## src/rtl/fifo_rd_ctrl.sv

```systemverilog
// ---------------------------------------------------------------------------
// fifo_rd_ctrl
//
// Read-domain pointer and status controller for an asynchronous FIFO.
// Owns the binary/Gray read pointer, decodes the synchronized Gray write
// pointer and produces the RAM read address, empty / almost-empty flags,
// the occupancy count and a sticky underflow flag.
//
// Parameters
//   ADDRSIZE    RAM address width; FIFO depth is 2**ADDRSIZE.
//   AEMPTY_LVL  raempty asserts when occupancy <= AEMPTY_LVL.
//
// Ports
//   clk       in   read-domain clock
//   rst       in   asynchronous reset, active-low
//   rd_en     in   read request from user logic
//   rq2_wptr  in   Gray write pointer, already synchronized into clk
//   rptr      out  registered Gray read pointer, to write-domain synchronizer
//   raddr     out  registered RAM read address
//   rempty    out  registered empty flag
//   raempty   out  registered almost-empty flag
//   rcount    out  registered occupancy, 0..2**ADDRSIZE
//   rd_fire   out  combinational accepted-read strobe (rd_en & ~rempty)
//   rerr      out  sticky underflow flag, cleared only by reset
// ---------------------------------------------------------------------------
module fifo_rd_ctrl #(
    parameter int ADDRSIZE   = 4,
    parameter int AEMPTY_LVL = 2
) (
    input  logic                clk,
    input  logic                rst,
    input  logic                rd_en,
    input  logic [ADDRSIZE:0]   rq2_wptr,
    output logic [ADDRSIZE:0]   rptr,
    output logic [ADDRSIZE-1:0] raddr,
    output logic                rempty,
    output logic                raempty,
    output logic [ADDRSIZE:0]   rcount,
    output logic                rd_fire,
    output logic                rerr
);

    localparam logic [ADDRSIZE:0] AEMPTY_THR = (ADDRSIZE+1)'(AEMPTY_LVL);

    logic [ADDRSIZE:0]   rbin_q,    rbin_d;
    logic [ADDRSIZE:0]   rptr_q,    rptr_d;
    logic [ADDRSIZE-1:0] raddr_q,   raddr_d;
    logic [ADDRSIZE:0]   rcount_q,  rcount_d;
    logic                rempty_q,  rempty_d;
    logic                raempty_q, raempty_d;
    logic                rerr_q,    rerr_d;

    logic [ADDRSIZE:0]   wbin;

    // A read is only accepted against the registered empty flag, so the
    // strobe never grants a word the RAM does not yet hold.
    assign rd_fire = rd_en & ~rempty_q;

    // Gray-to-binary decode of the synchronized write pointer: each binary
    // bit is the XOR of all Gray bits at or above it.
    always_comb begin
        wbin[ADDRSIZE] = rq2_wptr[ADDRSIZE];
        for (int i = ADDRSIZE - 1; i >= 0; i--) begin
            wbin[i] = wbin[i+1] ^ rq2_wptr[i];
        end
    end

    always_comb begin
        // NOTE: every combinational output gets a value before any branch so
        // no path can leave it unassigned and infer a latch.
        rbin_d    = rbin_q + {{ADDRSIZE{1'b0}}, rd_fire};
        rptr_d    = rbin_d ^ (rbin_d >> 1);
        raddr_d   = rbin_d[ADDRSIZE-1:0];
        // Uses this cycle's write pointer and this cycle's read together, so
        // a simultaneous write and read leaves the count unchanged.
        rcount_d  = wbin - rbin_d;
        // Gray compare is equivalent to rcount_d == 0 but avoids the
        // subtractor on the empty path.
        rempty_d  = (rptr_d == rq2_wptr);
        raempty_d = (rcount_d <= AEMPTY_THR);
        rerr_d    = rerr_q | (rd_en & rempty_q);
    end

    // NOTE: state registers use non-blocking assignments so every flop
    // samples the pre-edge value of every other flop.
    always_ff @(posedge clk or negedge rst) begin
        if (!rst) begin
            rbin_q    <= '0;
            rptr_q    <= '0;
            raddr_q   <= '0;
            rcount_q  <= '0;
            rempty_q  <= 1'b1;
            raempty_q <= 1'b1;
            rerr_q    <= 1'b0;
        end else begin
            rbin_q    <= rbin_d;
            rptr_q    <= rptr_d;
            raddr_q   <= raddr_d;
            rcount_q  <= rcount_d;
            rempty_q  <= rempty_d;
            raempty_q <= raempty_d;
            rerr_q    <= rerr_d;
        end
    end

    assign rptr    = rptr_q;
    assign raddr   = raddr_q;
    assign rcount  = rcount_q;
    assign rempty  = rempty_q;
    assign raempty = raempty_q;
    assign rerr    = rerr_q;

endmodule
```

## config.mk

```make
export PLATFORM = sky130hd
export DESIGN_NAME = fifo_rd_ctrl
export DESIGN_NICKNAME = d
export VERILOG_FILES = /design/src/rtl/fifo_rd_ctrl.sv
export SDC_FILE = /design/constraint.sdc
export NUM_CORES = 1
export LEC_CHECK = 0
export CAP_MARGIN = 10
export CORE_MARGIN = 1
export CORE_UTILIZATION = 41
export CTS_CLUSTER_SIZE = 28
export DETAILED_ROUTE_END_ITERATION = 8
export PLACE_DENSITY = 0.74
export SYNTH_ARGS = -nofsm -noshare
export SYNTH_HDL_FRONTEND = slang
export SYNTH_SLANG_ARGS = --single-unit
```

## constraint.sdc

```tcl
create_clock -name clk -period 2.3 [get_ports clk]
set_clock_uncertainty 0.1 [all_clocks]
set_input_delay 0.46 -clock clk [delete_from_list [all_inputs] [get_ports clk]]
set_output_delay 0.46 -clock clk [all_outputs]
set_load 0.005 [all_outputs]
```

==> metrics.md, run 1 <==
| Metric | Value |
|---|---|
| Crit path buffers/inverters | 2 |
| Leak | 0.6688 nW |
| Crit Path Max Fanout | 3 |
| Dpl cells | 148 |
| Num ports | 26 |
| Total global-route track usage | 0.1815 |
| Peak supply drop | 0.001250 V |
| Fin nets | 145 |
| P&R area growth vs syn | 69.04% |
| Syn Std Cell Area | 877.1 um2 |
| Sinks on Clock Net | 17 |
| Crit-path slowest cell | fa_2 |
| Met2 global-route usage | 0.3120 |
| First-pass GRT wire length | 2863 um |
| Worst EP arrival | 2.46 ns |
| TritonCTS clock tree | yes |
| Hold Path Depth | 1 |
| Final Setup Violations | 1 |
| Largest stage delay on the critical path | 0.54 ns |
| Net count after synthesis | 89 |
| Pins over their slew limit | 0 |
| Worst flop-to-flop path startpoint | rempty$_DFF_PN1_ |
| Total of max-cap violations | 0 |
| Clk slew on worst S/H paths | 0.09 ns |
| Commonest non-fill, non-tap cell in the layout | buf_4 |
| Synthesized area per cell | 11.85 um2 |
| Max H-tree Level | 1 |
| Die width | 48.25 um |
| Vias per cell | 4.551 |
| Most frequent CP cell | xor2_2 |
| Placement Setup Slack | -0.8975 ns |
| Layout cells sized above 1 | 0.3798 |
| Final hold vios | 0 |
| Antenna-violating nets left | 0 |
| Cts bufs inserted | 3 |
| Avg WL per Cell | 11.89 um |
| Busiest layer in global routing | met2 |
| Met3 Track Usage GR | 0.02593 |
| Grt met1 use | 0.2302 |
| Hpwl dp | 1393 um |
| Port buffer count | 25 |
| Pin count of the biggest net entering global routing | 18 |
| Worst reg-to-reg setup slack | -0.02 ns |
| Routed WL | 1855 um |
| Tot Pwr | 2.427 mW |
| Post-synthesis register bit count | 17 |
| Global placement routability congestion | 0.8245 |
| Residual DRC | 0 |
| Post-synth top area cell | dfrtp_1 |
| N_diodes | 0 |
| CTS root buf | clkbuf_4 |
| CP endpoint kind | flop |
| Hold EP | rerr$_DFF_PN0_ |
| Iteration-0 DRC Markers | 13 |
| Worst slew pin tran | 0.2792 ns |
| Failing checks | setup timing |
| Initial Utilization | 0.4426 |
| Reg2reg path depth | 11 |
| CORE AREA | 1982 um2 |
| Worst setup SP type | primary input |
| Yosys warns | 0 |
| FF-to-FF End | raempty$_DFF_PN1_ |
| Final min period | 2.339 ns |
| Yosys cell types | 23 |
| Status | complete, but fails checks |
| Setup Crit Path Kind | in -> reg |
| Worst hold path startpoint | rerr$_DFF_PN0_ |
| Via count | 710 |
| Worst Path Required | 2.42 ns |
| Worst Hold Class | reg -> reg |
| Yosys top cell area share | 0.4280 |
| Worst-Skew Late Latency | 0.29 ns |
| RSZ-0062 raised after global routing | true |
| Family with the most delay on the worst path | XOR/XNOR gates |
| Top cells by area, synth | dfrtp_1 (43%), xor2_1 (11%), ha_1 (8.6%) |
| Die height | 48.25 um |
| Achievable frequency | 427.5 MHz |
| Power Density | 1637 nW/um2 |
| Rel. slew slack | 0.8125 |
| Clock buffer depth | 2 |
| Final setup TNS | -0.03944 ns |
| Final period util | 1.017 |
| Remaining global-route overflow | 0 |
| Syn Inst Count | 74 |
| Finished Layout Cells | 156 |
| Full die area | 2328 um2 |
| Seq/Total Area, Yosys | 0.4879 |
| Finished Core Util | 0.7481 |
| Vias in the first global route | 666 |
| Commonest cells after routing, fill and taps aside | buf_4 (26), clkdlybuf4s50_1 (20), dfrtp_1 (15) |
| Final worst setup slack | -0.03944 ns |
| DR pass1 iterations | 4 |
| # rows | 16 |
| Antenna violations before repair | 0 |
| CP cell instances | buf_8 -> xor2_4 -> xor2_2 -> xor2_2 -> xnor2_1 -> ha_2 -> inv_2 -> fa_2 -> nand2_1 -> o22a_1 -> nor3_2 |
==> area by class of cell <==
cell class	count	area [um2]
multi-input combinational	51	521.8
fill	141	499.2
timing repair buffer	51	450.4
inverter	6	22.52
tap	27	33.78
sequential	17	427.9
clock buffer	4	26.28
==> cell usage after synthesis <==
cell type / n
o21ai_2: 1
nand3_1: 2
nor2b_1: 1
xnor3_1: 1
inv_1: 6
o211ai_1: 1
nor3_1: 2
xor2_1: 11
a21o_1: 1
nor4_1: 1
ha_1: 6
dfstp_2: 2
xnor2_1: 8
nand3b_1: 1
o22a_1: 1
a21oi_1: 3
a31oi_1: 1
nand2_1: 5
nor2_1: 2
dfrtp_1: 15
xor2_2: 1
and3_1: 1
fa_1: 1
==> cells by family (layout without fill, tap and decap cells) <==
logic type | after synthesis | count (layout) | share of synthesized area
buffers and inverters | 6 | 61 | 0.02568
xor gates and xnor gates | 21 | 21 | 0.2340
and+or+nand+nor | 15 | 15 | 0.08276
DFF | 17 | 17 | 0.4879
adders and majority gates | 7 | 7 | 0.1084
AOI/OAI and AO/OA | 8 | 8 | 0.06135
==> worst register-to-register path: stages, from the launching register on <==
cell     delay [ns]
dfstp_2        0.56
nor2b_4        0.05
ha_4           0.16
ha_4           0.16
xnor2_2        0.21
ha_4           0.25
buf_4          0.13
buf_4          0.13
nand2_1        0.07
o21ai_2        0.05
xor2_1         0.18
nor3_2         0.17
==> layer usage <==
layer	vias up	wire (um)
li1	354	-
met1	332	816
met2	21	948
met3	3	65
met4	0	25
met5	-	0
==> how the worst max path moves through the flow <==
stage / endpoint / from / slack, ns / depth (start not counted)
5_1_grt: raempty$_DFF_PN1_ / rq2_wptr[3] / -0.15 / 11
2_1_floorplan: raempty$_DFF_PN1_ / rq2_wptr[4] / -0.26 / 11
3_5_place_dp: raempty$_DFF_PN1_ / rq2_wptr[4] / -0.90 / 12
3_3_place_gp: raempty$_DFF_PN1_ / rq2_wptr[4] / -0.79 / 11
4_1_cts: raempty$_DFF_PN1_ / rq2_wptr[3] / -0.07 / 11
6_report: raempty$_DFF_PN1_ / rq2_wptr[3] / -0.04 / 11
==> sequential cells by signal (all words and copies together), names as in the netlist <==
signal and cells:
rcount 5, raempty 1, rbin_q 2, rempty 1
rptr 4, raddr 3, rerr 1
==> report_power, final <==
group	switching (mW)	internal, mW	leakage, nW	total, mW
combinational	0.723	0.996	0.457	1.72
sequential	0.0845	0.468	0.196	0.553
clock	0.0878	0.0675	0.0150	0.155
==> per-stage QoR <==
step           hold slack, ns  instance area (um2)
4_1_cts                0.3655                 1445
2_1_floorplan         0.06441                888.4
3_5_place_dp           0.3435                 1338
5_1_grt                0.3867                 1483
3_3_place_gp           0.3397                 1338
6_report               0.3586                 1483
==> repair_timing <==
item,CTS,global route
endpoints found under the setup margin,6,3
gates cloned,0,0
setup buffers,2,2
hold endpoints to repair,0,0
resized for setup,31,3
hold buffers,0,0
pin swaps,14,7
Note: power is estimated with default switching activity, not from simulation.
==> inputs of run 2 (changes only) <==
Settings changed: CORE_ASPECT_RATIO set to 0.9.
==> metrics.md, run 2 (synthesis results as in run 1) <==
| Metric | Value |
|---|---|
| Hpwl dp | 1578 um |
| Clock buffer depth | 2 |
| Crit-path slowest cell | fa_2 |
| DR pass1 iterations | 4 |
| Residual DRC | 0 |
| Commonest cells after routing, fill and taps aside | buf_4 (27), clkdlybuf4s50_1 (20), dfrtp_1 (15) |
| Total of max-cap violations | 0 |
| Avg WL per Cell | 13.95 um |
| Full die area | 2329 um2 |
| Cts bufs inserted | 3 |
| Worst setup SP type | primary input |
| Failing checks | setup timing |
| Pin count of the biggest net entering global routing | 18 |
| Tot Pwr | 2.459 mW |
| Final hold vios | 0 |
| Largest stage delay on the critical path | 0.54 ns |
| CORE AREA | 1971 um2 |
| Clk slew on worst S/H paths | 0.09 ns |
| Total global-route track usage | 0.1924 |
| Worst EP arrival | 2.53 ns |
| Commonest non-fill, non-tap cell in the layout | buf_4 |
| Antenna violations before repair | 0 |
| N_diodes | 0 |
| Die height | 45.88 um |
| Rel. slew slack | 0.7561 |
| RSZ-0062 raised after global routing | true |
| Worst slew pin tran | 0.3625 ns |
| Achievable frequency | 415.3 MHz |
| # rows | 15 |
| First-pass GRT wire length | 3160 um |
| Power Density | 1633 nW/um2 |
| CTS root buf | clkbuf_4 |
| Routed WL | 2163 um |
| Vias per cell | 4.794 |
| Number of fillers in the final layout | 137 |
| CP cell instances | buf_8 -> xor2_4 -> xor2_2 -> xor2_2 -> xnor2_1 -> ha_2 -> inv_2 -> fa_2 -> nand2_1 -> o22a_1 -> nor3_2 |
| Final min period | 2.408 ns |
| Final period util | 1.047 |
| Worst-Skew Late Latency | 0.29 ns |
| Max reg flops | 5 |
| Final Setup Violations | 2 |
| Die width | 50.76 um |
| Leak | 0.6777 nW |
| P&R area growth vs syn | 71.75% |
| Worst Hold Class | reg -> reg |
| Placement Setup Slack | -0.8953 ns |
| Remaining global-route overflow | 0 |
| Crit Path Max Fanout | 3 |
| Antenna-violating nets left | 0 |
| Max H-tree Level | 1 |
| Peak supply drop | 0.001213 V |
| Num ports | 26 |
| Via count | 743 |
| Most frequent CP cell | xor2_2 |
| Sinks on Clock Net | 17 |
| TritonCTS clock tree | yes |
| Vias in the first global route | 704 |
| Initial Utilization | 0.4451 |
| CP endpoint kind | flop |
| Status | complete, but fails checks |
| Worst Path Required | 2.42 ns |
| Port buffer count | 25 |
| CTS Hold Bufs | 0 |
| Iteration-0 DRC Markers | 14 |
| Fin nets | 146 |
| Layout cells sized above 1 | 0.3846 |
| Pins over their slew limit | 0 |
| Global placement routability congestion | 0.8307 |
| Final worst setup slack | -0.1079 ns |
| Setup Crit Path Kind | in -> reg |
[run 2: metrics by stage]
stage                     hold WS (ns)   TNS, ns  instances  instance area (um2)  utilization
final                           0.3712   -0.1088        155                 1506       0.7644
after CTS                       0.3705  -0.08144        154                 1444       0.7327
after global routing            0.3924   -0.2906        155                 1506       0.7644
after detailed placement        0.3482    -4.554        147                 1343       0.6813
after floorplan                0.06441   -0.4089         74                888.4            -
after global placement          0.3394    -3.647        147                 1343       0.6813
[run 2: final timing paths]
check	cells after the start	endpoint	start	slack [ns]
worst max-delay path	11	raempty$_DFF_PN1_	rq2_wptr[3]	-0.11
worst min-delay path	1	rerr$_DFF_PN0_	rerr$_DFF_PN0_	0.37
worst max register to register	10	raempty$_DFF_PN1_	rempty$_DFF_PN1_	0.04
worst min register to register	1	rerr$_DFF_PN0_	rerr$_DFF_PN0_	0.37
max in group asynchronous	2	raempty$_DFF_PN1_	rst	1.47
min in group asynchronous	2	raddr[2]$_DFF_PN0_	rst	0.38
[run 2: timing repair]
item                                    4_1_cts  5_1_grt
buffers inserted                              3        1
pin swaps                                    14       10
endpoints found under the setup margin        6        4
gates resized for setup                      26        8
[run 2: final cells by class]
class / instances / area (um2) / area share
inverters: 6 / 22.52 / 0.01495
clock buffers: 4 / 26.28 / 0.01744
flip-flops and latches: 17 / 427.9 / 0.2841
multi-input cells: 51 / 543.0 / 0.3605
well taps: 25 / 31.28 / 0.02076
repair buffers: 52 / 455.4 / 0.3023
[run 2: critical path, delay by kind of cell]
| kind | cells | cell delay (ns) |
|---|---|---|
| AO/OA/AOI/OAI | 1 | 0.16 |
| adder cells (fa/ha/maj) | 2 | 0.78 |
| buffers and inverters | 2 | 0.15 |
| XOR/XNOR | 4 | 0.83 |
| AND/OR/NAND/NOR | 2 | 0.16 |
[run 2: power breakdown]
group | internal (mW) | total, mW | switching (mW)
combinational | 0.987 | 1.73 | 0.740
sequential | 0.468 | 0.575 | 0.107
clock | 0.0675 | 0.158 | 0.0909
total | 1.52 | 2.46 | 0.937
[run 2: layer usage]
metal / global-route usage / part of all wire / vias to the layer above
met2: 0.3467 / 0.53 / 27
li1: - / - / 355
met3: 0.02000 / 0.040 / 5
met5: 0 / 0 / -
met1: 0.2505 / 0.42 / 356
met4: 0.05000 / 0.010 / 0
